===== src/rtl/red_iterativa_core.sv =====
// red_iterativa_core: unsigned A>B prefix flags (N) and A==B (Z) over a K-cell chain, LSB to MSB
// RED_ITERATIVA_SERIAL_EN selects a single time-multiplexed cell (K-cycle latency, busy interlock)
module red_iterativa_core #(
   parameter int K = 4
) (
   input  logic         clk,
   input  logic         rst_n,
   input  logic         start,
   input  logic [K-1:0] A,
   input  logic [K-1:0] B,
   output logic [K-1:0] N,
   output logic         Z,
   output logic         done
);
`ifdef RED_ITERATIVA_SERIAL_EN
   localparam int IW = K > 1 ? $clog2(K) : 1;
   logic [K-1:0]  a_q, b_q;
   logic [IW-1:0] idx;
   logic          busy, g_q, l_q, g_d, l_d, d;
   always_comb begin
      d   = a_q[idx] ^ b_q[idx];
      g_d = d ? a_q[idx] : g_q;
      l_d = d ? b_q[idx] : l_q;
   end
   always_ff @(posedge clk or negedge rst_n)
      if (!rst_n) begin
         N    <= '0;
         Z    <= 1'b0;
         done <= 1'b0;
         busy <= 1'b0;
         idx  <= '0;
         g_q  <= 1'b0;
         l_q  <= 1'b0;
         a_q  <= '0;
         b_q  <= '0;
      end else begin
         done <= 1'b0;
         if (start && !busy) begin
            a_q  <= A;
            b_q  <= B;
            N    <= '0;
            g_q  <= 1'b0;
            l_q  <= 1'b0;
            idx  <= '0;
            busy <= 1'b1;
         end else if (busy) begin
            N[idx] <= g_d;
            g_q    <= g_d;
            l_q    <= l_d;
            idx    <= idx + 1'b1;
            if (idx == IW'(K - 1)) begin
               Z    <= ~g_d & ~l_d;
               busy <= 1'b0;
               done <= 1'b1;
            end
         end
      end
`else
   logic [K-1:0] n_d;
   logic         g, l;
   // a differing bit overrides everything below it; equal bits pass state up
   always_comb begin
      g   = 1'b0;
      l   = 1'b0;
      n_d = '0;
      for (int i = 0; i < K; i++) begin
         g      = (A[i] ^ B[i]) ? A[i] : g;
         l      = (A[i] ^ B[i]) ? B[i] : l;
         n_d[i] = g;
      end
   end
   always_ff @(posedge clk or negedge rst_n)
      if (!rst_n) begin
         N    <= '0;
         Z    <= 1'b0;
         done <= 1'b0;
      end else begin
         done <= start;
         if (start) begin
            N <= n_d;
            Z <= ~g & ~l;
         end
      end
`endif
endmodule


===== config.mk =====
export PLATFORM = sky130hd
export DESIGN_NAME = red_iterativa_core
export DESIGN_NICKNAME = d
export VERILOG_FILES = /design/src/rtl/red_iterativa_core.sv
export SDC_FILE = /design/constraint.sdc
export NUM_CORES = 1
export LEC_CHECK = 0
export BUFFER_PORTS_ARGS = -buffer_cell sky130_fd_sc_hd__buf_2
export CAP_MARGIN = 20
export CORE_AREA = 2 2 39 41
export DETAILED_ROUTE_END_ITERATION = 12
export DIE_AREA = 0 0 41 43
export GPL_ROUTABILITY_DRIVEN = 0
export PLACE_DENSITY = 0.49
export SLEW_MARGIN = 10
export SYNTH_ARGS = -nofsm -noshare
export SYNTH_HDL_FRONTEND = slang
export SYNTH_SLANG_ARGS = --single-unit

===== constraint.sdc =====
create_clock -name clk -period 0.85 [get_ports clk]
set_input_delay 0.2125 -clock clk [delete_from_list [all_inputs] [get_ports clk]]
set_output_delay 0.2125 -clock clk [all_outputs]
set_load 0.005 [all_outputs]

# After elaboration in Yosys (flattened, before gate mapping)
# Index checks and enable logic that the tools add are counted.
[totals]
out_inout_bits = 6
input_bits = 11
reg_bits = 6
word_cells = 18
[op_classes]
n_mux = 8
bitwise_logic = 7
[ops]
columns = ["cell", "count"]
rows = [
  ["$mux W1", 8],
  ["$xor A1 B1 Y1", 4],
  ["$not A1 Y1", 2],
  ["$and A1 B1 Y1", 1],
]

# Depth between registers and ports, before layout
[logic_depth]
word_depth = 7
mapped_depth = 4
mapped_depth_nobuf = 4

# Least setup slack after synthesis
# No wires, ideal clock.
[synth_timing]
path_kind = "input port to flip-flop"
from = "input A[0]"
to = "register N[2]"
arrival_ns = 1.072
setup_ns = 0.125
setup_slack_ns = -0.346
n_path_buf = 0
required_time_ns = 0.725
path_stages = 4
path_cell_list = "nor2b_1 > a21o_1 > maj3_2 > mux2_2"
[synth_between]
elab_chain_len = 4
[synth_lines]
columns = ["item", "line_no", "rtl"]
rows = [
  ["from (decl)", "9", "input logic [K-1:0] A,"],
  ["$xor A1 B1 Y1", "67", "g = (A[i] ^ B[i]) ? A[i] : g;"],
  ["$mux W1 * (3 in series)", "67", ""],
  ["to (signal assigned)", "80", "N <= n_d;"],
  ["to (decl)", "11", "output logic [K-1:0] N,"],
]
# Mark *: on every way between the ends. The rest lies on a longest branch, timed or not.
# A chain may end at the register's enable or synchronous reset.

# Worst setup path in the final report
[layout_timing]
from = "input A[1]"
to = "register N[2]"
[layout_between]
elab_chain_len = 3
[layout_lines]
columns = ["item", "line_no"]
rows = [
  ["$xor A1 B1 Y1", "67"],
  ["$mux W1 * (2 in series)", "67"],
]
# Marks and branches as above.

==> run_summary.xml <==
<?xml version="1.0" encoding="UTF-8"?>
<metrics>
  <group name="status">
    <metric name="status" unit="">finished with violations</metric>
    <metric name="violations" unit="">setup timing</metric>
  </group>
  <group name="die">
    <metric name="die_area" unit="µm²">1760</metric>
    <metric name="coreArea" unit="µm²">1380</metric>
    <metric name="starting_density" unit="%">21.6</metric>
    <metric name="placementRows" unit="">14</metric>
    <metric name="die-width" unit="µm">41</metric>
    <metric name="die_height" unit="µm">43</metric>
    <metric name="top_level_port_count" unit="">17</metric>
  </group>
  <group name="clock_network">
    <metric name="cts_buffers" unit="">3</metric>
    <metric name="cts_tree" unit="">done</metric>
    <metric name="clock_sink_count" unit="">6</metric>
    <metric name="clock_insertion_delay_worst_skew" unit="ns">0.24</metric>
    <metric name="cts_root_buffer" unit="">sky130_fd_sc_hd__clkbuf_4</metric>
    <metric name="clk_path_buf_depth" unit="">2</metric>
    <metric name="clkSlewWorstSetupHoldPaths" unit="ns">0.04</metric>
    <metric name="level_count_of_the_clock_h_tree" unit="">1</metric>
  </group>
  <group name="pwr">
    <metric name="worst_ir_drop_vdd" unit="V">0.000817</metric>
    <metric name="pwr_total" unit="µW">838</metric>
    <metric name="cellLeakagePower" unit="nW">0.315</metric>
    <metric name="power_density" unit="nW/µm²">1440</metric>
  </group>
  <group name="yosys">
    <metric name="postSynthAreaPerCell" unit="µm²">10.7</metric>
    <metric name="synth_top_family_by_area" unit="">compound AO/OA/AOI/OAI gates</metric>
    <metric name="yosysSeqAreaShare" unit="%">50.2</metric>
    <metric name="synth_compound_area_share" unit="%">18.4</metric>
    <metric name="synth_area_leaders" unit="">sky130_fd_sc_hd__dfrtp_1, sky130_fd_sc_hd__mux2_2, sky130_fd_sc_hd__inv_1</metric>
    <metric name="synth_area" unit="µm²">299</metric>
    <metric name="yosys.cell_types.count" unit="">15</metric>
    <metric name="mappedNetlistNets" unit="">39</metric>
    <metric name="yosys.area_share.simple" unit="%">8.79</metric>
    <metric name="portion_of_synthesized_cell_area_occupied_by_the_leading_cell_type" unit="%">50.2</metric>
    <metric name="synth.ff_latch_count" unit="">6</metric>
    <metric name="adder_cell_share_of_the_synthesized_area" unit="%">3.77</metric>
    <metric name="yosysWarningCount" unit="">0</metric>
    <metric name="synth.mux.area_fraction" unit="%">11.3</metric>
    <metric name="mapped_cells" unit="">28</metric>
    <metric name="synth_top_area_cell" unit="">sky130_fd_sc_hd__dfrtp_1</metric>
    <metric name="synthXorXnorAreaFrac" unit="%">0</metric>
  </group>
  <group name="finish">
    <metric name="antenna_cells" unit="">0</metric>
    <metric name="most_used_cells_in_the_layout_excluding_fill_and_tap_cells" unit="">sky130_fd_sc_hd__buf_2, sky130_fd_sc_hd__buf_4, sky130_fd_sc_hd__dfrtp_1</metric>
    <metric name="fillCellCount" unit="">158</metric>
    <metric name="area_growth" unit="%">95.0</metric>
    <metric name="area.sequential" unit="µm²">150</metric>
    <metric name="multi_input_comb_area" unit="µm²">175</metric>
    <metric name="finalNetCount" unit="">72</metric>
    <metric name="fraction_of_final_layout_cells_sized_beyond_drive_strength_1" unit="%">71.2</metric>
    <metric name="layout.cells.most_common" unit="">sky130_fd_sc_hd__buf_2</metric>
  </group>
  <group name="sta">
    <metric name="final-hold-violation-count" unit="">0</metric>
    <metric name="relSlewSlack" unit="%">75.6</metric>
    <metric name="worst_pin_slew" unit="ns">0.360</metric>
    <metric name="final_min_period_over_clock_period" unit="%">123</metric>
    <metric name="postLayoutSetupSlackWorst" unit="ns">-0.195</metric>
    <metric name="timing.final.setup_violations" unit="">10</metric>
    <metric name="achievable_clock_frequency" unit="MHz">957</metric>
    <metric name="grt_setup_unrepaired" unit="">true</metric>
    <metric name="fin_worst_skew" unit="ns">0</metric>
    <metric name="setup_total_negative_slack" unit="ns">-0.996</metric>
    <metric name="post-route-min-period" unit="ns">1.05</metric>
    <metric name="slew_violations" unit="">0</metric>
  </group>
  <group name="placed_design">
    <metric name="place_ws" unit="ns">-0.445</metric>
    <metric name="hpwlAfterDp" unit="µm">545</metric>
    <metric name="numPortBuffers" unit="">16</metric>
  </group>
  <group name="grt">
    <metric name="grt_start_max_net_pins" unit="">8</metric>
    <metric name="initial_antenna_violation_count" unit="">0</metric>
    <metric name="grt_first_pass_wirelength" unit="mm">1.19</metric>
    <metric name="grt_util_overall" unit="%">10.5</metric>
    <metric name="first_global_vias" unit="">305</metric>
    <metric name="globalRouteOverflowTotal" unit="">0</metric>
  </group>
  <group name="worst_setup_path">
    <metric name="critical_path.max_stage_delay" unit="ns">0.29</metric>
    <metric name="path_delay_family" unit="">adder cells</metric>
    <metric name="end_kind" unit="">flip-flop</metric>
    <metric name="worstSetupEndpoint" unit="">N[2]</metric>
    <metric name="r2r.worst_path.cells" unit="">2</metric>
    <metric name="timing.rr.end" unit="">N[2]</metric>
    <metric name="cp_cell_sequence" unit="">buf_6 -&gt; nand2b_4 -&gt; a21o_1 -&gt; maj3_2 -&gt; mux2_4</metric>
    <metric name="rr_startpoint" unit="">N[2]</metric>
    <metric name="worstSetupPathType" unit="">in -&gt; reg</metric>
    <metric name="required" unit="ns">0.97</metric>
    <metric name="cp_max_fo" unit="">2</metric>
    <metric name="reg2reg_slack" unit="ns">-0.01</metric>
    <metric name="crit_path_start" unit="">A[1]</metric>
    <metric name="cp.buffers_inverters" unit="">1</metric>
    <metric name="worst-endpoint-arrival" unit="ns">1.17</metric>
    <metric name="cpMaxStageDelayCell" unit="">sky130_fd_sc_hd__maj3_2</metric>
    <metric name="timing.critical_path.depth" unit="">5</metric>
    <metric name="worstSetupStartpointType" unit="">input pin</metric>
  </group>
  <group name="route">
    <metric name="drtIter0Drc" unit="">3</metric>
    <metric name="vias_per_cell" unit="">4.35</metric>
    <metric name="vias" unit="">326</metric>
    <metric name="routedWlPerCell" unit="µm">11.5</metric>
    <metric name="detail_route.wirelength" unit="µm">861</metric>
    <metric name="antenna_left" unit="">0</metric>
    <metric name="drcViolationCount" unit="">0</metric>
    <metric name="detailedRoute.firstPassIterationCount" unit="">2</metric>
  </group>
  <group name="min_path">
    <metric name="worst_hold_startpoint" unit="">start</metric>
    <metric name="hold_class" unit="">in -&gt; reg</metric>
  </group>
  <group name="run">
    <metric name="maxCapViolCount" unit="">0</metric>
  </group>
</metrics>
logic make-up (layout without fill, tap and decap cells):
kind of cell,count (synthesis),after routing
DFF,6,6
buffers and inverters,6,37
and+or+nand+nor,5,5
muxes,3,3
adders and majority gates,1,1
AOI/OAI and AO/OA,7,7
per-layer routing:
metal	global-route usage [%]	part of all wire (%)	vias up
met3	6.28	7.7	0
met1	12.1	43	156
li1	-	-	160
met2	15.3	49	10
met5	0	0	-
met4	4.00	0	0
through the flow:
stage | utilization [%] | cell area, µm² | cells | hold WS, ns
2_1_floorplan | - | 310 | 28 | -0.0831
3_3_place_gp | 32.6 | 452 | 65 | 0.0460
3_5_place_dp | 32.6 | 452 | 65 | 0.0483
4_1_cts | 40.0 | 553 | 73 | 0.186
5_1_grt | 42.1 | 583 | 75 | 0.181
6_report | 42.1 | 583 | 75 | 0.191
layout make-up:
type                    count  share of cell area (%)
well taps                  16                    3.43
clock buffers               3                    3.86
repair buffers             29                    33.7
flip-flops and latches      6                    25.8
inverters                   5                    3.22
multi-input cells          16                    30.0
cells in the mapped netlist, drive strengths merged:
cell    count
nor2        2
a21o        1
o221ai      1
dfrtp       6
clkbuf      1
o21a        1
inv         5
a22oi       1
nor2b       2
mux2        3
o311ai      1
nand2b      1
o32ai       1
maj3        1
o22ai       1
power breakdown:
group / internal (mW) / total (mW) / switching, mW
combinational: 0.157 / 0.253 / 0.0963
clock: 0.159 / 0.257 / 0.0979
sequential: 0.315 / 0.327 / 0.0121
worst min path at each step:
| stage | end | slack [ns] | cells past startpoint |
|---|---|---|---|
| 6_report | done | 0.19 | 1 |
| 5_1_grt | done | 0.18 | 1 |
| 4_1_cts | done | 0.19 | 1 |
| 3_5_place_dp | N[1] | 0.05 | 1 |
| 3_3_place_gp | N[1] | 0.05 | 1 |
| 2_1_floorplan | N[0] | -0.08 | 0 |
sequential cells by signal, indices dropped and copies added (netlist names):
signal	cells
N	4
done	1
Z	1
what timing repair did:
action                                 4_1_cts  5_1_grt
gates resized for setup                      8        6
pin swaps                                    4        2
setup buffers                                4        3
setup endpoints to repair                    9       10
hold buffers                                 1        0
endpoints found under the hold margin        6        0
(Power assumes the default switching activity.)
